**src/rtl/playlist_sequencer.sv**
```systemverilog
// playlist_sequencer: drives play/reset_player/song from panel buttons and song_done, with play/pause, skip, auto-advance, inter-song gap and optional loop
module playlist_sequencer #(
  parameter int NUM_SONGS  = 4,
  parameter int SONG_W     = 2,
  parameter int GAP_CYCLES = 8,
  parameter int GAP_W      = 4
) (
  input  logic              clk,
  input  logic              reset,
  input  logic              play_button,
  input  logic              next_button,
  input  logic              prev_button,
  input  logic              loop_en,
  input  logic              song_done,
  output logic              play,
  output logic              reset_player,
  output logic [SONG_W-1:0] song,
  output logic              list_end
);
  localparam logic [2:0] IDLE  = 3'd0;
  localparam logic [2:0] LOAD  = 3'd1;
  localparam logic [2:0] PLAY  = 3'd2;
  localparam logic [2:0] PAUSE = 3'd3;
  localparam logic [2:0] GAP   = 3'd4;
  localparam logic [SONG_W-1:0] LAST     = SONG_W'(NUM_SONGS - 1);
  localparam logic [GAP_W-1:0]  GAP_INIT = GAP_W'(GAP_CYCLES - 1);
  logic [2:0]        state, state_n;
  logic [SONG_W-1:0] song_n, song_inc, song_dec;
  logic [GAP_W-1:0]  cnt, cnt_n;
  logic              end_n;
  assign song_inc = (song == LAST) ? '0 : song + 1'b1;
  assign song_dec = (song == '0) ? LAST : song - 1'b1;
  always_comb begin
    state_n = state;
    song_n  = song;
    cnt_n   = cnt;
    end_n   = 1'b0;
    case (state)
      IDLE:
        if (play_button) state_n = LOAD;
        else if (next_button) song_n = song_inc;
        else if (prev_button) song_n = song_dec;
      LOAD: state_n = PLAY;
      PLAY:
        if (song_done) begin
          state_n = GAP;
          cnt_n   = GAP_INIT;
        end else if (next_button) begin
          state_n = LOAD;
          song_n  = song_inc;
        end else if (prev_button) begin
          state_n = LOAD;
          song_n  = song_dec;
        end else if (play_button) state_n = PAUSE;
      PAUSE:
        if (play_button) state_n = PLAY;
        else if (next_button) begin
          state_n = LOAD;
          song_n  = song_inc;
        end else if (prev_button) begin
          state_n = LOAD;
          song_n  = song_dec;
        end
      GAP:
        if (next_button) begin
          state_n = LOAD;
          song_n  = song_inc;
        end else if (prev_button) begin
          state_n = LOAD;
          song_n  = song_dec;
        end else if (cnt == '0) begin
          state_n = (song == LAST && !loop_en) ? IDLE : LOAD;
          song_n  = song_inc;
          end_n   = song == LAST && !loop_en;
        end else cnt_n = cnt - 1'b1;
      default: state_n = IDLE;
    endcase
  end
  // outputs decode the next state so they are registered alongside it
  always_ff @(posedge clk or negedge reset)
    if (!reset) begin
      state        <= IDLE;
      song         <= '0;
      cnt          <= '0;
      play         <= 1'b0;
      reset_player <= 1'b0;
      list_end     <= 1'b0;
    end else begin
      state        <= state_n;
      song         <= song_n;
      cnt          <= cnt_n;
      play         <= state_n == PLAY;
      reset_player <= state_n == LOAD;
      list_end     <= end_n;
    end
endmodule

```
**config.mk**
```make
export PLATFORM = sky130hd
export DESIGN_NAME = playlist_sequencer
export DESIGN_NICKNAME = d
export VERILOG_FILES = /design/src/rtl/playlist_sequencer.sv
export SDC_FILE = /design/constraint.sdc
export NUM_CORES = 1
export LEC_CHECK = 0
export CAP_MARGIN = 20
export CORE_MARGIN = 1.5
export CORE_UTILIZATION = 53
export DETAILED_ROUTE_END_ITERATION = 8
export GPL_ROUTABILITY_DRIVEN = 0
export PLACE_DENSITY = 0.9
export SYNTH_ARGS = -nofsm -noshare
export SYNTH_HDL_FRONTEND = slang
export SYNTH_SLANG_ARGS = --single-unit
```
**constraint.sdc**
```tcl
create_clock -name clk -period 4.8 [get_ports clk]
set_clock_uncertainty 0.15 [all_clocks]
set_input_delay 0.48 -clock clk [delete_from_list [all_inputs] [get_ports clk]]
set_output_delay 0.48 -clock clk [all_outputs]
set_load 0.1 [all_outputs]
```
==> impl_metrics.ini, run 1 <==
[status]
status = finished, final reports clean

[final_layout]
syn2layout_area_growth_pct = 19.24
diodes = 0
finalNetCount = 95
n_fill_cell = 97
finish.utilization_pct = 70.83
final_layout_size_suffix_gt1_share_pct = 8.434

[timing]
max_freq_mhz = 405.3
tns_ns = 0
hold_viol = 0
fin_ws_ns = 2.332
relSlewSlack_pct = 32.84
worst_slew_pin_slew_ns = 1.004
finalWorstPathRequiredPeriod_ns = 2.468
finalCritPeriodShare_pct = 51.41
setup_viol = 0
drv_slew = 0
rsz0062_at_grt = no

[die]
initial_core_util_pct = 59.40
rows = 12
pin_count = 12
die_w_um = 39.23
dieArea_mm2 = 0.001539
die_height_um = 39.23
core_mm2 = 0.001171

[critical_path]
required_ns = 4.17
crit_path_end_kind = primary output
path_cells = clkdlybuf4s50_1
rr_startpoint = cnt[0]
setup.worst_path.start_class = flop
path_max_fanout = 3
cpPeakStageDelay_ns = 1.17
crit_slowest_cell = clkdlybuf4s50_1
crit_family = buffers and inverters
arrival_ns = 1.84
r2r_setup_slack_ns = 2.79
path_class = reg2out
crit_path_start = song[0]
crit_buf_inv = 1

[logic_synthesis]
synth_xor_area_share_pct = 2.518
muxShareOfSynthArea_pct = 4.317
synthesis.instances = 71
syn_area_per_cell_um2 = 9.798
synthesis.nets = 81
synth_ff_type = dfrtp_1
synth-adder-area-share_pct = 5.396
netlist.area_leader.share_pct = 43.17
synth_area_leaders = dfrtp_1 (43%), ha_1 (5.4%), inv_1 (4.9%)
syn_area_um2 = 695.7
ys_warn_count = 0
post-synth-top-area-cell = dfrtp_1
ys_seq_area_share_pct = 43.17
synth-compound-area-share_pct = 18.35
synth-seq-cells = 12
synth-simple-area-share_pct = 19.06
async_reset_ff_share_pct = 100.0
synth_enable_flop_cells = 0
ys_types = 32
synth_top_family_by_area = simple AND/OR/NAND/NOR gates

[cts]
htree_num_levels = 1
clock_sinks = 12
clkSlewWorstSetupHoldPaths_ns = 0.07
cts_buffers = 3
cts_hold_buf = 0
cts-root-buf = clkbuf_4
cts_resized = 0
insertion_delay_ns = 0.28
post_cts_buffers = 0
cts_tree = done
clock_path_buffers = 2

[global_routing]
track_usage_pct = 24.36
grt_pass1_wl_um = 2304
grt_overflow = 0
grt_pass1_vias = 533
grt_max_degree = 13
grt_antenna_before_repair = 0

[run]
cap_violations = 0

[hold_path]
hp-start = cnt[0]
min_path_type = reg2reg

[route]
drt_first_iter_violations = 8
detail_route.wirelength_um = 1412
viasPerCell = 5.845
dr.pass1.iters = 5
vias = 567
wl_per_cell_um = 14.56
drc_errors = 0
ant_nets = 0

[place]
numPortBuffers = 11
hpwl_um = 1089
dp_slack_ns = 2.479

[power_and_ir_drop]
power.density_mw_per_mm2 = 614.8
power_mw = 0.5100
ir_drop_v = 0.0004791
p_leak_nw = 0.3714
state kept, by name, summed over array words and instances (netlist names):
name,flops
cnt,4
state,3
song,2
list_end,1
play,1
reset_player,1
layout make-up:
| class | count | area (um^2) | share of cell area, % |
|---|---|---|---|
| clock buffer | 3 | 22.52 | 2.715 |
| sequential | 12 | 300.3 | 36.20 |
| timing repair buffer | 11 | 110.1 | 13.27 |
| multi-input combinational | 48 | 345.3 | 41.63 |
| tap | 14 | 17.52 | 2.112 |
| inverter | 9 | 33.78 | 4.072 |
power by group:
part | leakage (nW) | switching [mW] | internal [mW] | total (mW)
Sequential | 0.143 | 0.0336 | 0.133 | 0.166
Clock | 0.0138 | 0.0322 | 0.0291 | 0.0613
Combinational | 0.215 | 0.192 | 0.0903 | 0.282
layout by cell type (no fill, tap or decap):
cell	Yosys	layout
a211oi_1	2	2
a211oi_2	1	1
a21oi_1	5	5
a221oi_1	1	1
a31oi_1	1	1
a32oi_1	1	1
and3_1	3	3
clkbuf_4	0	3
clkdlybuf4s50_1	0	11
dfrtp_1	12	12
ha_1	3	3
inv_1	9	9
mux2i_1	3	3
nand2_1	2	2
nand2b_1	1	1
nand4_1	1	1
nor2_1	3	3
nor2b_1	1	1
nor3_1	4	4
nor3b_1	2	2
nor4_1	1	1
nor4b_1	1	1
o21a_1	1	1
o21ai_0	3	3
o2bb2ai_1	1	1
o311ai_0	1	1
o41a_1	1	1
or2_2	1	1
or2_4	1	1
or3b_4	1	1
xnor2_1	1	1
xor2_1	1	1
worst paths after layout:
path                            cells past startpoint      endpoint
worst max-delay path                                1       song[0]
worst min-delay path                                1        cnt[0]
worst max register to register                      6  reset_player
worst min register to register                      1        cnt[0]
max in group asynchronous                           1       song[0]
min in group asynchronous                           1      state[1]
metrics by stage:
step / std cells / instance area [um^2] / hold slack [ns]
4_1_cts: 97 / 829.5 / 0.3756
5_1_grt: 97 / 829.5 / 0.3946
3_5_place_dp: 94 / 807.0 / 0.3664
2_1_floorplan: 71 / 695.7 / 0.03441
3_3_place_gp: 94 / 807.0 / 0.3519
6_report: 97 / 829.5 / 0.3676
per-layer routing:
metal / GRT usage, % / vias up / part of all wire (%)
met2: 41.67 / 9 / 50
met5: 0 / - / 0
met3: 3.468 / 4 / 2.3
met1: 25.72 / 270 / 44
li1: - / 284 / -
met4: 20.69 / 0 / 3.4
cells in the mapped netlist, drive strengths merged (2+ instances only):
| library cell | count |
|---|---|
| nor2 | 3 |
| nor3 | 4 |
| a211oi | 3 |
| or2 | 2 |
| a21oi | 5 |
| o21ai | 3 |
| nor3b | 2 |
| mux2i | 3 |
| nand2 | 2 |
| buf | 2 |
| ha | 3 |
| and3 | 3 |
| inv | 9 |
| dfrtp | 12 |
cells by family after synthesis:
| kind of cell | Yosys count |
|---|---|
| multiplexers | 3 |
| flip-flops | 12 |
| buffers and inverters | 11 |
| AND/OR/NAND/NOR | 22 |
| AO/OA/AOI/OAI | 18 |
| XOR/XNOR | 2 |
| adder cells (fa/ha/maj) | 3 |
Power figures use the tool's default switching activity.
==> run 2: changes to the inputs <==
--- a/config.mk
+++ b/config.mk
@@ -7,10 +7,10 @@
 export LEC_CHECK = 0
 export CAP_MARGIN = 20
 export CORE_MARGIN = 1.5
-export CORE_UTILIZATION = 53
+export CORE_UTILIZATION = 45
 export DETAILED_ROUTE_END_ITERATION = 8
 export GPL_ROUTABILITY_DRIVEN = 0
-export PLACE_DENSITY = 0.9
+export PLACE_DENSITY = 0.82
 export SYNTH_ARGS = -nofsm -noshare
 export SYNTH_HDL_FRONTEND = slang
 export SYNTH_SLANG_ARGS = --single-unit
==> constraint.sdc (replaced) <==
create_clock -name clk -period 2.03 [get_ports clk]
set_clock_uncertainty 0.15 [all_clocks]
set_input_delay 0.203 -clock clk [delete_from_list [all_inputs] [get_ports clk]]
set_output_delay 0.203 -clock clk [all_outputs]
set_load 0.1 [all_outputs]
==> run 2 against run 1 <==
- utilization shrank 12 points
- cell count grew 6.2%
- sequential power grew 130%
- setup slack lost 2.2 ns
- via count grew 2.8%
- worst hold slack lost 0.25 ns
- global-route usage shrank 5.7 points
- count of clock-buffer cells in the layout grew 1
- register-to-register slack lost 2.7 ns
- die area grew 16%
- routed wire length shrank 4.2%
- largest cell class unchanged
- largest power group unchanged
==> impl_metrics.ini, run 2 (synthesis gave the netlist of run 1 again) <==
[status]
status = finished, final reports clean

[power_and_ir_drop]
ir_drop_v = 0.0005694
p_sw_mw = 0.6116
p_leak_nw = 0.3944
sw_frac_of_total_pct = 48.35
internal_power_mw = 0.6534
clkPwrFrac_pct = 15.4
power.density_mw_per_mm2 = 1461
power_frac_seq_pct = 29.8
power_frac_comb_pct = 54.8

[die]
dieArea_mm2 = 0.001791
rows = 14
die_w_um = 42.32
die_height_um = 42.32
initial_core_util_pct = 47.28
core_mm2 = 0.001471
pin_count = 12

[place]
dp_slack_ns = 0.02850
numPortBuffers = 11
hpwl_um = 1031

[timing]
drv_slew = 0
max_freq_mhz = 515.9
fin_ws_ns = 0.09156
setup_viol = 0
worst_slew_pin_slew_ns = 0.5261
tns_ns = 0
rsz0062_at_grt = no
hold_ws_ns = 0.1182
relSlewSlack_pct = 64.81
hold_viol = 0
finalCritPeriodShare_pct = 95.49
finalWorstPathRequiredPeriod_ns = 1.938

[route]
drt_first_iter_violations = 12
viasPerCell = 5.660
detail_route.wirelength_um = 1352
wl_per_cell_um = 13.13
ant_nets = 0
vias = 583
drc_errors = 0
dr.pass1.iters = 4

[hold_path]
min_path_type = in2async

[cts]
cts_tree = done
clkSlewWorstSetupHoldPaths_ns = 0.08
cts-root-buf = clkbuf_4
clock_path_buffers = 2
htree_num_levels = 1
cts_buffers = 3
insertion_delay_ns = 0.27
clock_sinks = 12

[global_routing]
track_usage_pct = 18.70
grt_max_degree = 13
grt_overflow = 0
grt_pass1_wl_um = 2484
grt_antenna_before_repair = 0
grt_pass1_vias = 596

[final_layout]
top_register = cnt
syn2layout_area_growth_pct = 24.46
layout_commonest_cell = dfrtp_1
largest_reg_flops = 4
reg.largest.list = cnt x4, state x3, song x2
finalNetCount = 98
final_layout_size_suffix_gt1_share_pct = 22.99
final_cell_mix = dfrtp_1 (10), inv_1 (9), buf_4 (8)
diodes = 0

[run]
cap_violations = 0

[critical_path]
crit_path_end_kind = flop
r2r_cells = 6
arrival_ns = 1.98
required_ns = 2.07
setup.worst_path.start_class = flop
path_max_fanout = 7
path_class = reg2reg
-- run 2: cell count changes in the layout (fill, tap and decap cells not counted), sizes merged --
cell           previous run  this run
buf                       0         8
clkdlybuf4s50            11         6
clkbuf                    3         4
-- run 2: power groups by stage --
stage          Sequential, mW  Clock [mW]  Combinational, mW
3_5_place_dp            0.383           0              0.692
6_report                0.377       0.195              0.693
5_1_grt                 0.391       0.212              0.752
3_3_place_gp            0.377           0              0.673
4_1_cts                 0.378       0.202              0.696
2_1_floorplan           0.618           0              0.292
-- run 2: final timing paths --
check | start | to | slack, ns
max in group asynchronous | reset | song[0] | 1.23
min in group clk | loop_en | list_end | 0.36
max reg2reg | cnt[0] | reset_player | 0.09
min reg2reg | cnt[0] | cnt[0] | 0.36
max | cnt[0] | reset_player | 0.09
min | reset | cnt[0] | 0.12
-- run 2: what timing repair did --
action                                  CTS  global route
resized for setup                         0             3
hold buffers                              0             0
buffers inserted                          0             0
endpoints found under the setup margin    0             1
-- run 2: through the flow --
| step | total power [mW] | area (um^2) | utilization (%) | instances |
|---|---|---|---|---|
| 4_1_cts | 1.275 | 858.3 | 58.33 | 103 |
| 5_1_grt | 1.355 | 865.8 | 58.84 | 103 |
| 3_3_place_gp | 1.051 | 822.0 | 55.87 | 99 |
| 2_1_floorplan | 0.9102 | 698.2 | - | 71 |
| 6_report | 1.265 | 865.8 | 58.84 | 103 |
| 3_5_place_dp | 1.076 | 822.0 | 55.87 | 99 |
-- run 2: worst max-delay path: stages, from the launching register on --
cell	delay (ns)
dfrtp_1	0.41
inv_1	0.07
ha_2	0.19
or3b_4	0.39
and3_4	0.21
or2_4	0.23
a211oi_2	0.19
-- run 2: layout make-up --
type | count | area, um^2
Tap cell | 16 | 20.02
Clock buffer | 4 | 36.28
Fill cell | 128 | 605.6
Timing Repair Buffer | 14 | 120.1
Inverter | 9 | 33.78
Multi-Input combinational cell | 48 | 352.8
Sequential cell | 12 | 302.8
-- run 2: layer usage --
metal  track usage [%]  vias to the layer above  routed length, um
li1                  -                      289                  -
met2             29.85                       11                665
met1             22.78                      279                625
met5                 0                        -                  0
met4             11.88                        0                 26
met3             3.879                        4                 35
==> patch: new RTL, config.mk and constraints of run 2 <==
`SONG_W`: 2 -> 4.
--- a/src/rtl/playlist_sequencer.sv
+++ b/src/rtl/playlist_sequencer.sv
@@ -2,5 +2,5 @@
 module playlist_sequencer #(
   parameter int NUM_SONGS  = 4,
-  parameter int SONG_W     = 2,
+  parameter int SONG_W     = 4,
   parameter int GAP_CYCLES = 8,
   parameter int GAP_W      = 4
Interface: changed (resized song); port bits go from 12 to 14. No check against the original RTL was run, so the function may have changed too.
==> patch against run 2 <==
Routed wire length increased by 38%. Area after synthesis increased by 32%. First-iteration DRC count increased by 75%. Cell area increased by 34%. Sequential power increased by 38%. Critical path depth increased by 1. Worst hold slack improved by 0.051 ns. Count of clock-buffer cells in the layout unchanged. Total power increased by 41%. Sequential cell count increased by 2. Non-clock buffer count increased by 9. Worst setup slack improved by 0.033 ns.
==> patch: results (changes against run 2) <==
synth-seq-area-share: 0.383  # -0.0491
cap_viol_max_count: 0  # unchanged
routedWlPerCell_microns: 12.6  # -4.0%
share_of_total_power_consumed_by_net_switching: 0.508  # +0.0248
grt_max_degree: 15  # +2
clock_latency_ns: 0.27  # about the same
dpl.cell_count: 142  # +43%
first_global_vias: 721  # +21%
status: "finished, final reports clean"
drive_gt1_frac: 0.248  # +0.0180
leakagePower_uw: 0.000534  # +35%
synth_top_area_share: 0.383  # -0.0491
worstReg2RegStart: "cnt[0]"
fillers: 177  # +38%
crit_arrival_ns: 1.91  # -0.07 ns
worst_ir_drop_vdd_mv: 0.758  # +33%
postPlaceCellArea_sq_um: 1110  # +35%
cts-htree-levels: 1  # unchanged
finalSetupViolCount: 0  # unchanged
nets: 133  # +36%
worst_r2r_path_depth: 7  # +1
synth.net_count: 108  # +33%
groute.usage.overall: 0.189  # +0.00195
holdCritPathClass: "in2async"
synthTopCellsByArea: "sky130_fd_sc_hd__dfrtp_1, sky130_fd_sc_hd__ha_1, sky130_fd_sc_hd__a21oi_1, sky130_fd_sc_hd__o41ai_4, sky130_fd_sc_hd__nand2b_1"
n_antenna_cell: 0  # unchanged
yosys-top-cells-count: "sky130_fd_sc_hd__dfrtp_1, sky130_fd_sc_hd__a21oi_1, sky130_fd_sc_hd__inv_1, sky130_fd_sc_hd__nor2_1, sky130_fd_sc_hd__nand2_1"
io_buffer_count: 13  # +2
largest_regs: "cnt (4), song (4), state (3)"
worst-path-max-fanout: 5  # -2
initialDrtViolationCount: 21  # +9
num_vias: 802  # +38%
maxSlewHeadroom: 0.565  # -0.0827
grt_first_pass_wirelength_microns: 2920  # +17%
crit_path_start_kind: "flip-flop"
ys.warnings.count: 0  # unchanged
place.detailed.hpwl_microns: 1470  # +42%
reg2reg_slack_ns: 0.12  # +0.03 ns
post_synth_inst_count: 97  # +37%
avgViaCountPerCell: 5.42  # -4.3%
register_clock_pin_slew_on_the_reported_worst_setup_and_hold_paths_ns: 0.08  # about the same
hold_ws_ns: 0.170  # +0.0514 ns
synth.lib_cells_used.distinct: 40  # +25%
worstSetupEndpoint: "song[3]"
patch: cell count changes after synthesis, moves of 3 or more:
cell | before | now
sky130_fd_sc_hd__nand2_1 | 2 | 5
sky130_fd_sc_hd__inv_1 | 9 | 6
sky130_fd_sc_hd__nor2b_1 | 1 | 4
sky130_fd_sc_hd__nand2b_1 | 1 | 4
sky130_fd_sc_hd__nor2_1 | 3 | 6
sky130_fd_sc_hd__a21oi_1 | 5 | 9
patch: timing repair:
action | CTS | global route
endpoints found under the setup margin | 0 | 5
buffers inserted | 0 | 2
gates resized for setup | 0 | 1
patch: cell families (layout without fill, tap and decap cells):
kind of cell,count (synthesis),in the layout,synth area share
flip-flops,14,14,0.383
multiplexers,2,2,0.0232
AO/OA/AOI/OAI,28,28,0.221
AND/OR/NAND/NOR,39,39,0.264
adder cells (fa/ha/maj),4,4,0.0546
XOR/XNOR,1,1,0.00956
buffers and inverters,9,33,0.0451
patch: final cells by class:
cell class / count / area share
Clock buffer: 4 / 0.0313
Inverter: 6 / 0.0194
Multi-Input combinational cell: 74 / 0.454
Sequential cell: 14 / 0.304
Tap cell: 27 / 0.0291
Timing Repair Buffer: 23 / 0.162
patch: worst max-delay path, stage by stage (launching register included):
cell,delay (ns)
sky130_fd_sc_hd__dfrtp_1,0.41
sky130_fd_sc_hd__inv_1,0.06
sky130_fd_sc_hd__ha_1,0.18
sky130_fd_sc_hd__or3b_4,0.40
sky130_fd_sc_hd__o21ai_2,0.17
sky130_fd_sc_hd__buf_4,0.15
sky130_fd_sc_hd__o2111a_1,0.17
sky130_fd_sc_hd__o22ai_1,0.09
patch: per-layer routing:
layer / wire length [microns] / part of all wire / vias up / global-route usage
met5: 0 / 0 / - / 0
met4: 14 / 0.0075 / 0 / 0.108
met3: 80 / 0.043 / 2 / 0.0481
met2: 895 / 0.48 / 21 / 0.285
met1: 874 / 0.47 / 378 / 0.245
li1: - / - / 401 / -
patch: worst min path at each step:
stage / endpoint / cells after the start / start
after CTS: cnt[0] / 1 / reset
after global routing: cnt[3] / 1 / reset
after detailed placement: cnt[0] / 1 / cnt[0]
final: cnt[3] / 1 / reset
after floorplan: cnt[0] / 0 / reset
after global placement: cnt[0] / 1 / cnt[0]
patch: power groups by stage:
stage                     registers (uW)  clock network [uW]  logic (uW)
after floorplan                      834                   0         472
after global placement               517                   0        1020
after detailed placement             522                   0        1050
after CTS                            516                 206        1050
after global routing                 540                 223        1150
final                                521                 197        1060
patch: through the flow:
step	util	setup WS, ns
6_report	0.597	0.125
5_1_grt	0.597	0.0164
4_1_cts	0.588	0.0120
3_5_place_dp	0.570	0.0259
3_3_place_gp	0.570	0.0630
2_1_floorplan	-	0.00617
